--- src/rtl/status_pkg.sv ---
// Shared definitions for the status monitor slice.
// STATUS_W: width of a core status code.
// ST_*: status code values produced by core; ST_ILLEGAL is never legal.
// mon_state_e: monitor FSM states.
package status_pkg;

  localparam int STATUS_W = 3;

  localparam logic [STATUS_W-1:0] ST_R       = 3'd0;
  localparam logic [STATUS_W-1:0] ST_I       = 3'd1;
  localparam logic [STATUS_W-1:0] ST_S       = 3'd2;
  localparam logic [STATUS_W-1:0] ST_B       = 3'd3;
  localparam logic [STATUS_W-1:0] ST_U       = 3'd4;
  localparam logic [STATUS_W-1:0] ST_INVALID = 3'd5;
  localparam logic [STATUS_W-1:0] ST_EOF     = 3'd6;
  localparam logic [STATUS_W-1:0] ST_ILLEGAL = 3'd7;

  typedef enum logic [1:0] {
    RUN,
    DONE,
    TIMEOUT
  } mon_state_e;

  function automatic logic is_terminal(input logic [STATUS_W-1:0] code);
    return (code == ST_INVALID) || (code == ST_EOF);
  endfunction

endpackage

--- src/rtl/status_fifo.sv ---
// Small synchronous FIFO with registered storage and combinational head.
// clk/rst: clock, async active-high reset; clear: synchronous flush.
// push/wdata: write request; dropped when full unless a pop occurs too.
// pop: removes head when non-empty; ignored when empty.
// rdata: head entry; full/empty: occupancy flags.
module status_fifo #(
  parameter int WIDTH = 3,
  parameter int DEPTH = 16
) (
  input  logic             clk,
  input  logic             rst,
  input  logic             clear,
  input  logic             push,
  input  logic [WIDTH-1:0] wdata,
  input  logic             pop,
  output logic [WIDTH-1:0] rdata,
  output logic             full,
  output logic             empty
);

  localparam int AW = $clog2(DEPTH);

  logic [WIDTH-1:0] mem_q [DEPTH];
  logic [WIDTH-1:0] mem_d [DEPTH];
  logic [AW-1:0]    wr_ptr_q, wr_ptr_d;
  logic [AW-1:0]    rd_ptr_q, rd_ptr_d;
  logic [AW:0]      count_q, count_d;
  logic             do_push, do_pop;

  assign empty   = (count_q == '0);
  assign full    = (count_q == (AW+1)'(DEPTH));
  assign rdata   = mem_q[rd_ptr_q];
  assign do_pop  = pop && !empty;
  // A pop frees the slot in the same cycle, so a full FIFO can still take a push.
  assign do_push = push && (!full || do_pop);

  always_comb begin
    mem_d    = mem_q;
    wr_ptr_d = wr_ptr_q;
    rd_ptr_d = rd_ptr_q;
    count_d  = count_q;
    if (clear) begin
      for (int unsigned i = 0; i < DEPTH; i++) mem_d[i] = '0;
      wr_ptr_d = '0;
      rd_ptr_d = '0;
      count_d  = '0;
    end else begin
      if (do_push) begin
        mem_d[wr_ptr_q] = wdata;
        wr_ptr_d        = wr_ptr_q + AW'(1);
      end
      if (do_pop) rd_ptr_d = rd_ptr_q + AW'(1);
      count_d = count_q + (AW+1)'(do_push) - (AW+1)'(do_pop);
    end
  end

  always_ff @(posedge clk or posedge rst) begin
    if (rst) begin
      for (int unsigned i = 0; i < DEPTH; i++) mem_q[i] <= '0;
      wr_ptr_q <= '0;
      rd_ptr_q <= '0;
      count_q  <= '0;
    end else begin
      mem_q    <= mem_d;
      wr_ptr_q <= wr_ptr_d;
      rd_ptr_q <= rd_ptr_d;
      count_q  <= count_d;
    end
  end

endmodule

--- src/rtl/status_monitor.sv ---
// Consumes core's status stream: buffers codes in a FIFO, counts them per
// type and in total, detects terminal codes and flags protocol faults.
// i_clk/i_rst/i_clear: clock, async reset, sync clear (same effect as reset).
// i_status/i_status_valid: incoming status stream.
// o_rd_valid/o_rd_status/i_rd_ready: FIFO read side.
// o_type_cnt/o_total_cnt: saturating counters.
// o_done/o_term_code/o_timeout: completion state.
// o_extra/o_illegal/o_overflow: sticky fault flags.
module status_monitor
  import status_pkg::*;
#(
  parameter int DEPTH     = 16,
  parameter int CNT_W     = 12,
  parameter int MAX_CYCLE = 120000
) (
  input  logic                i_clk,
  input  logic                i_rst,
  input  logic                i_clear,
  input  logic [STATUS_W-1:0] i_status,
  input  logic                i_status_valid,
  output logic                o_rd_valid,
  output logic [STATUS_W-1:0] o_rd_status,
  input  logic                i_rd_ready,
  output logic [7*CNT_W-1:0]  o_type_cnt,
  output logic [CNT_W-1:0]    o_total_cnt,
  output logic                o_done,
  output logic [STATUS_W-1:0] o_term_code,
  output logic                o_timeout,
  output logic                o_extra,
  output logic                o_illegal,
  output logic                o_overflow
);

  localparam int CYC_W = $clog2(MAX_CYCLE) + 1;

  mon_state_e          state_q, state_d;
  logic [CYC_W-1:0]    cyc_q, cyc_d;
  logic [CNT_W-1:0]    cnt_q [7];
  logic [CNT_W-1:0]    cnt_d [7];
  logic [CNT_W-1:0]    total_q, total_d;
  logic [STATUS_W-1:0] term_code_q, term_code_d;
  logic                extra_q, extra_d;
  logic                illegal_q, illegal_d;
  logic                overflow_q, overflow_d;

  logic run, take, term, fifo_full, fifo_empty;

  assign run  = (state_q == RUN);
  // take: status is counted and offered to the FIFO (it may still be dropped).
  assign take = i_status_valid && run && (i_status != ST_ILLEGAL);
  assign term = take && is_terminal(i_status);

  status_fifo #(
    .WIDTH (STATUS_W),
    .DEPTH (DEPTH)
  ) u_fifo (
    .clk   (i_clk),
    .rst   (i_rst),
    .clear (i_clear),
    .push  (take),
    .wdata (i_status),
    .pop   (i_rd_ready),
    .rdata (o_rd_status),
    .full  (fifo_full),
    .empty (fifo_empty)
  );

  always_comb begin
    state_d     = state_q;
    cyc_d       = cyc_q;
    cnt_d       = cnt_q;
    total_d     = total_q;
    term_code_d = term_code_q;
    extra_d     = extra_q;
    illegal_d   = illegal_q;
    overflow_d  = overflow_q;
    if (i_clear) begin
      state_d     = RUN;
      cyc_d       = '0;
      for (int unsigned k = 0; k < 7; k++) cnt_d[k] = '0;
      total_d     = '0;
      term_code_d = '0;
      extra_d     = 1'b0;
      illegal_d   = 1'b0;
      overflow_d  = 1'b0;
    end else begin
      if (i_status_valid && (i_status == ST_ILLEGAL)) illegal_d = 1'b1;
      if (i_status_valid && !run) extra_d = 1'b1;
      // Full FIFO is never empty, so a drop happens exactly when no pop is requested.
      if (take && fifo_full && !i_rd_ready) overflow_d = 1'b1;
      if (take) begin
        if (total_q != '1) total_d = total_q + CNT_W'(1);
        for (int unsigned k = 0; k < 7; k++) begin
          if ((i_status == STATUS_W'(k)) && (cnt_q[k] != '1)) cnt_d[k] = cnt_q[k] + CNT_W'(1);
        end
      end
      if (run) begin
        cyc_d = cyc_q + CYC_W'(1);
        if (term) begin
          state_d     = DONE;
          term_code_d = i_status;
        end else if (cyc_q == CYC_W'(MAX_CYCLE - 1)) begin
          state_d = TIMEOUT;
        end
      end
    end
  end

  always_ff @(posedge i_clk or posedge i_rst) begin
    if (i_rst) begin
      state_q     <= RUN;
      cyc_q       <= '0;
      for (int unsigned k = 0; k < 7; k++) cnt_q[k] <= '0;
      total_q     <= '0;
      term_code_q <= '0;
      extra_q     <= 1'b0;
      illegal_q   <= 1'b0;
      overflow_q  <= 1'b0;
    end else begin
      state_q     <= state_d;
      cyc_q       <= cyc_d;
      cnt_q       <= cnt_d;
      total_q     <= total_d;
      term_code_q <= term_code_d;
      extra_q     <= extra_d;
      illegal_q   <= illegal_d;
      overflow_q  <= overflow_d;
    end
  end

  always_comb begin
    o_type_cnt = '0;
    for (int unsigned k = 0; k < 7; k++) o_type_cnt[k*CNT_W +: CNT_W] = cnt_q[k];
  end

  assign o_rd_valid  = !fifo_empty;
  assign o_total_cnt = total_q;
  assign o_done      = (state_q == DONE);
  assign o_term_code = term_code_q;
  assign o_timeout   = (state_q == TIMEOUT);
  assign o_extra     = extra_q;
  assign o_illegal   = illegal_q;
  assign o_overflow  = overflow_q;

endmodule
--- config.mk ---
export PLATFORM = sky130hd
export DESIGN_NAME = status_monitor
export DESIGN_NICKNAME = d
export VERILOG_FILES = /design/src/rtl/status_pkg.sv /design/src/rtl/status_fifo.sv /design/src/rtl/status_monitor.sv
export SDC_FILE = /design/constraint.sdc
export NUM_CORES = 1
export LEC_CHECK = 0
export BUFFER_PORTS_ARGS = -buffer_cell sky130_fd_sc_hd__buf_2
export CAP_MARGIN = 20
export CORE_UTILIZATION = 59
export DETAILED_ROUTE_END_ITERATION = 8
export GPL_ROUTABILITY_DRIVEN = 0
export GPL_TIMING_DRIVEN = 0
export PLACE_DENSITY = 0.89
export SYNTH_ARGS = -nofsm -noshare
export SYNTH_HDL_FRONTEND = slang
export SYNTH_SLANG_ARGS = --single-unit
--- constraint.sdc ---
create_clock -name i_clk -period 7.1 [get_ports i_clk]
set_input_delay 1.42 -clock i_clk [delete_from_list [all_inputs] [get_ports i_clk]]
set_output_delay 1.42 -clock i_clk [all_outputs]
set_load 0.02 [all_outputs]
[Yosys cells after proc, flatten, opt, wreduce, memory -nomap -nowiden]
Cells that the tools add are included.
Storage, ports and cells
  register bits after elaboration: 183
  input bits: 8
  output and inout bits: 108
Operators by class
  $add $sub $neg: 13
  $lt $le $gt $ge: 3
  equal/unequal tests: 20
  multiplexer cells: 40
  bitwise gates (word level): 2
  reductions and logical operators: 53
Operators with widths (count)
  84-bit two-way mux: 2
  12-bit two-way mux: 10
  12-bit by 1-bit adder with 12-bit output, second input constant: 8
  48-bit two-way mux: 2
  12-bit inequality test, second input constant: 8
  48-bit bitwise mux: 1
  18-bit two-way mux: 2
  2-bit nonzero test: 16
  2-bit AND reduction: 10
  18-bit by 1-bit adder with 18-bit output, second input constant: 1
  18-bit by 17-bit equality test with 1-bit output, second input constant: 1
  3-bit two-way mux: 6
  1-bit logical AND: 17
  4-bit two-way mux: 4
  3-bit binary-select mux with 4-bit select: 1
  3-bit demux with 4-bit select: 1
  3-bit equality test, second input constant: 4
  5-bit >= comparator, second input constant: 2
  4-bit NOT with 5-bit output: 2
  4-bit by 1-bit adder with 4-bit output, second input constant: 2
  2-bit two-way mux: 4
  3-bit by 2-bit equality test with 1-bit output, second input constant: 2
  1-bit two-way mux: 6
  5-bit by 1-bit adder with 5-bit output: 1
  other kinds (14): 18

[Longest topological paths before layout]
  depth after elaboration: 8
  mapped depth: 15
  mapped depth without buffers: 14

[Modules after synthesis]
Synthesis repeated with hierarchy kept, for this count alone.
Unflattened totals
  cells, all modules: 1018
  area, all modules: 10356.2 sq um
Modules (own cells, without submodules)
  status_monitor: times used 1, cells an instance 728, area an instance 6722.7 sq um, seq. area each 3052.9 sq um
  status_fifo: times used 1, cells an instance 290, area an instance 3633.5 sq um, seq. area each 1526.5 sq um

[Worst setup path before layout]
No wires, ideal clock.
  kind: register to output
  start point: register u_fifo.rd_ptr_q[0]
  end point: output o_rd_status[1]
  data arrival time: 1.974 ns
  data required time: 5.680 ns
  path slack: 3.706 ns
  cell stages (with the launch flop): 6
  path through: dfrtp_1 > clkbuf_1 > clkbuf_1 > mux4_2 > a22oi_1 > nand2_1
On the way
  word-level cells in the longest chain between the ends: 4
RTL lines
  start, declared: RTL line status_fifo.sv:26  | logic [AW-1:0] rd_ptr_q, rd_ptr_d;
  start signal, assigned: RTL line status_fifo.sv:66  | rd_ptr_q <= rd_ptr_d;
  4-bit NOT with 5-bit output (implied by the code): RTL line status_fifo.sv:32  | assign rdata = mem_q[rd_ptr_q];
  3-bit binary-select mux with 4-bit select: RTL line status_fifo.sv:32
  3-bit two-way mux (implied by the code) (2 in a row): RTL line status_fifo.sv:32
  end, declared: RTL line status_monitor.sv:22  | output logic [STATUS_W-1:0] o_rd_status,
No other way between the ends. The select of a mux whose other input is x is not followed.

[Worst setup path in the final report]
  start point: register u_fifo.rd_ptr_q[0]
  end point: output o_rd_status[2]
The elaborated chain is that of the path after synthesis.

==> reports/metrics.csv <==
stage;metric;value;unit
floorplanning;core_area;16640;µm²
synthesis;netlist_top_cells_count;183 x dfrtp_1, 99 x nor2_1, 86 x nand2_1;
routing;vias;9413;
floorplanning;die_area;17670;µm²
power_and_ir_drop;ir_worst_vdd;186.2;µV
worst_setup_path;cpMaxStageDelayCell;mux4_2;
floorplanning;io_pins;116;
clocking;cts_buffers;17;
timing;worstMarginPinSlew;1.001;ns
floorplanning;die_w;132.9;µm
worst_setup_path;timing.rr.start;u_fifo.count_q[3];
worst_setup_path;worstSetupPathType;reg2out;
floorplanning;start_util;0.6076;
global_routing;grt_pass1_wl;45380;µm
timing;slew_headroom;0.3262;
worst_setup_path;crit_fanout;10;
global_routing;grt_pass1_vias;9089;
global_routing;antenna_found_initial;1;
status;status;completed;
routing;ant_nets;0;
timing;fmax;232.9;MHz
global_routing;grt-ovfl-total;0;
synthesis;synthFlopType;dfrtp_1;
clocking;htree_num_levels;4;
placed_design;dp_hpwl;19120;µm
routing;drtPass1Iterations;5;
synthesis;yosysMostFrequentCell;dfrtp_1;
job;cap_violations;0;
worst_setup_path;start_kind;flip-flop;
timing;setup_viol;0;
synthesis;synth_edf_count;0;
synthesis;ys_warn_count;0;
synthesis;synth_cell_types;64;
min_path;hold_path.class;reg2reg;
worst_setup_path;max_stage_delay;0.64;ns
cells_and_area;drive_gt1_frac;0.1722;
synthesis;netlist_area;10110;µm²
synthesis;synth_nets;1078;
timing;tns;0;ns
clocking;clk_latency;0.44;ns
routing;vias_per_cell;6.643;
worst_setup_path;end_kind;output pin;
worst_setup_path;cp_cell_sequence;clkbuf_1 -> clkbuf_1 -> mux4_2 -> a22oi_1 -> nand2_1 -> buf_2;
synthesis;yosys.area.top_type_share;0.4529;
routing;drc;0;
clocking;cts_root_buf;clkbuf_16;
floorplanning;die_h;132.9;µm
synthesis;synth_async_sr_flop_share;1.000;
cells_and_area;area_growth;14.65;%
worst_setup_path;crit_family;buffers and inverters;
clocking;cts.sinks;183;
global_routing;grt_max_degree;133;
synthesis;synth_area_leaders;dfrtp_1 45%, mux2i_1 4.8%, nor2_1 3.7%;
synthesis;ys_seq_area_frac;0.4529;
routing;wl_per_cell;19.84;µm
clocking;cts.hold.buffers_added;0;
worst_setup_path;startpoint;u_fifo.rd_ptr_q[0];
timing;post-route-min-period;4.293;ns
timing;drv_slew;0;
clocking;cts_tree;done;
floorplanning;rows;47;
synthesis;avgSynthCellArea;9.640;µm²
timing;finClkSkew;0.009741;ns
placed_design;portBuffers;114;
clocking;cts_setup_buffers;0;
synthesis;synth_top_cell_by_area;dfrtp_1;
cells_and_area;fillers;1205;
routing;initialDrtViolationCount;883;
worst_setup_path;path_buf_inv;3;
timing;rsz0062_at_grt;false;
routing;drt-total-wl;28110;µm
worst_setup_path;cp.arrival;2.87;ns
synthesis;ys_ff_latch;183;
power_and_ir_drop;power;0.002471;W
synthesis;syn_inst;1049;
clocking;clock_path_buffers;2;
cells_and_area;nets;1212;
min_path;hp-start;u_fifo.mem_q[41];
worst_setup_path;required;5.68;ns
clocking;path_clk_slew;0.07;ns
global_routing;track_usage;0.3253;
timing;period_share;0.6046;
timing;hold_viol_final;0;
worst_setup_path;crit_top_cell;clkbuf_1;
power_and_ir_drop;power_leakage;4.954;nW
clocking;cts_resized;0;
power_and_ir_drop;power_density;213.1;nW/µm²
## flip-flops by register name, summed over array words and instances (netlist names), 3 cells and up
| register | flops |
|---|---|
| o_type_cnt | 84 |
| u_fifo.mem_q | 48 |
| cyc_q | 18 |
| o_total_cnt | 12 |
| u_fifo.count_q | 5 |
| u_fifo.rd_ptr_q | 4 |
| u_fifo.wr_ptr_q | 4 |
| o_term_code | 3 |
## layout by cell type (no fill, tap or decap), types with 27 or more instances in the layout
cell type	synthesis	routed
buf_2	5	119
or4_1	32	32
nor4_1	27	27
dfrtp_1	183	183
o21ai_0	35	35
inv_1	31	30
nand2_1	86	86
nand3_1	59	59
nor2b_1	27	27
a21oi_1	66	66
nor2_1	99	99
mux2i_1	48	48
or3_1	28	28
clkbuf_1	47	50
## logic make-up (layout without fill, tap and decap cells)
logic type,Yosys count,after routing,synth area share
muxes,77,77,0.09317
adders and majority gates,21,21,0.02673
buffers and inverters,90,237,0.03477
DFF,183,183,0.4529
xor gates and xnor gates,17,17,0.01472
other,0,1,0
AOI/OAI and AO/OA,193,193,0.1294
and+or+nand+nor,468,468,0.2483
## final cells by class
cell class / instances / area (µm²) / area share
repair buffers: 115 / 598.1 / 0.05159
multi-input cells: 776 / 5181 / 0.4469
clock inverters: 11 / 147.6 / 0.01273
clock buffers: 21 / 450.4 / 0.03885
flip-flops and latches: 183 / 4579 / 0.3950
inverters: 33 / 131.4 / 0.01133
diodes: 1 / 2.502 / 0.0002158
well taps: 220 / 275.3 / 0.02374
plain buffers: 57 / 227.7 / 0.01964
## power by group
group          total [W]  internal, W  leakage (nW)  switching (W)
registers        0.00110      0.00107          2.54      0.0000310
logic           0.000384     0.000134          2.13       0.000249
clock network   0.000986     0.000565         0.280       0.000421
total            0.00247      0.00177          4.95       0.000702
## path summary, 6_finish.rpt
| check | cells after the start | slack (ns) | endpoint |
|---|---|---|---|
| min | 2 | 0.51 | u_fifo.mem_q[41] |
| min in group asynchronous | 2 | 0.98 | o_total_cnt[8] |
| max reg2reg | 15 | 3.86 | u_fifo.count_q[4] |
| max in group asynchronous | 3 | 5.12 | cyc_q[9] |
| min reg2reg | 2 | 0.51 | u_fifo.mem_q[41] |
| max | 6 | 2.81 | o_rd_status[2] |
## worst min-delay path, delay by kind of cell, from the launching register on
kind,cells,cell delay (ns)
DFF,1,0.34
and+or+nand+nor,1,0.07
AOI/OAI and AO/OA,1,0.06
## metal layers
| metal | GRT usage | wire, µm |
|---|---|---|
| met5 | 0 | 0 |
| met4 | 0.1552 | 1092 |
| met3 | 0.07893 | 2460 |
| met2 | 0.5233 | 13620 |
| met1 | 0.4140 | 10940 |
## metrics by stage
stage | hold WS (ns) | cell area (µm²) | cells | setup slack (ns) | util
2_1_floorplan | 0.4725 | 10110 | 1049 | 0.7080 | -
3_3_place_gp | 0.4829 | 10960 | 1383 | -1.273 | 0.6584
3_5_place_dp | 0.4950 | 10990 | 1384 | 2.845 | 0.6606
4_1_cts | 0.5088 | 11590 | 1416 | 2.747 | 0.6965
5_1_grt | 0.5284 | 11590 | 1417 | 2.598 | 0.6966
6_report | 0.5074 | 11590 | 1417 | 2.807 | 0.6966
Note: power is estimated with default switching activity, not from simulation.
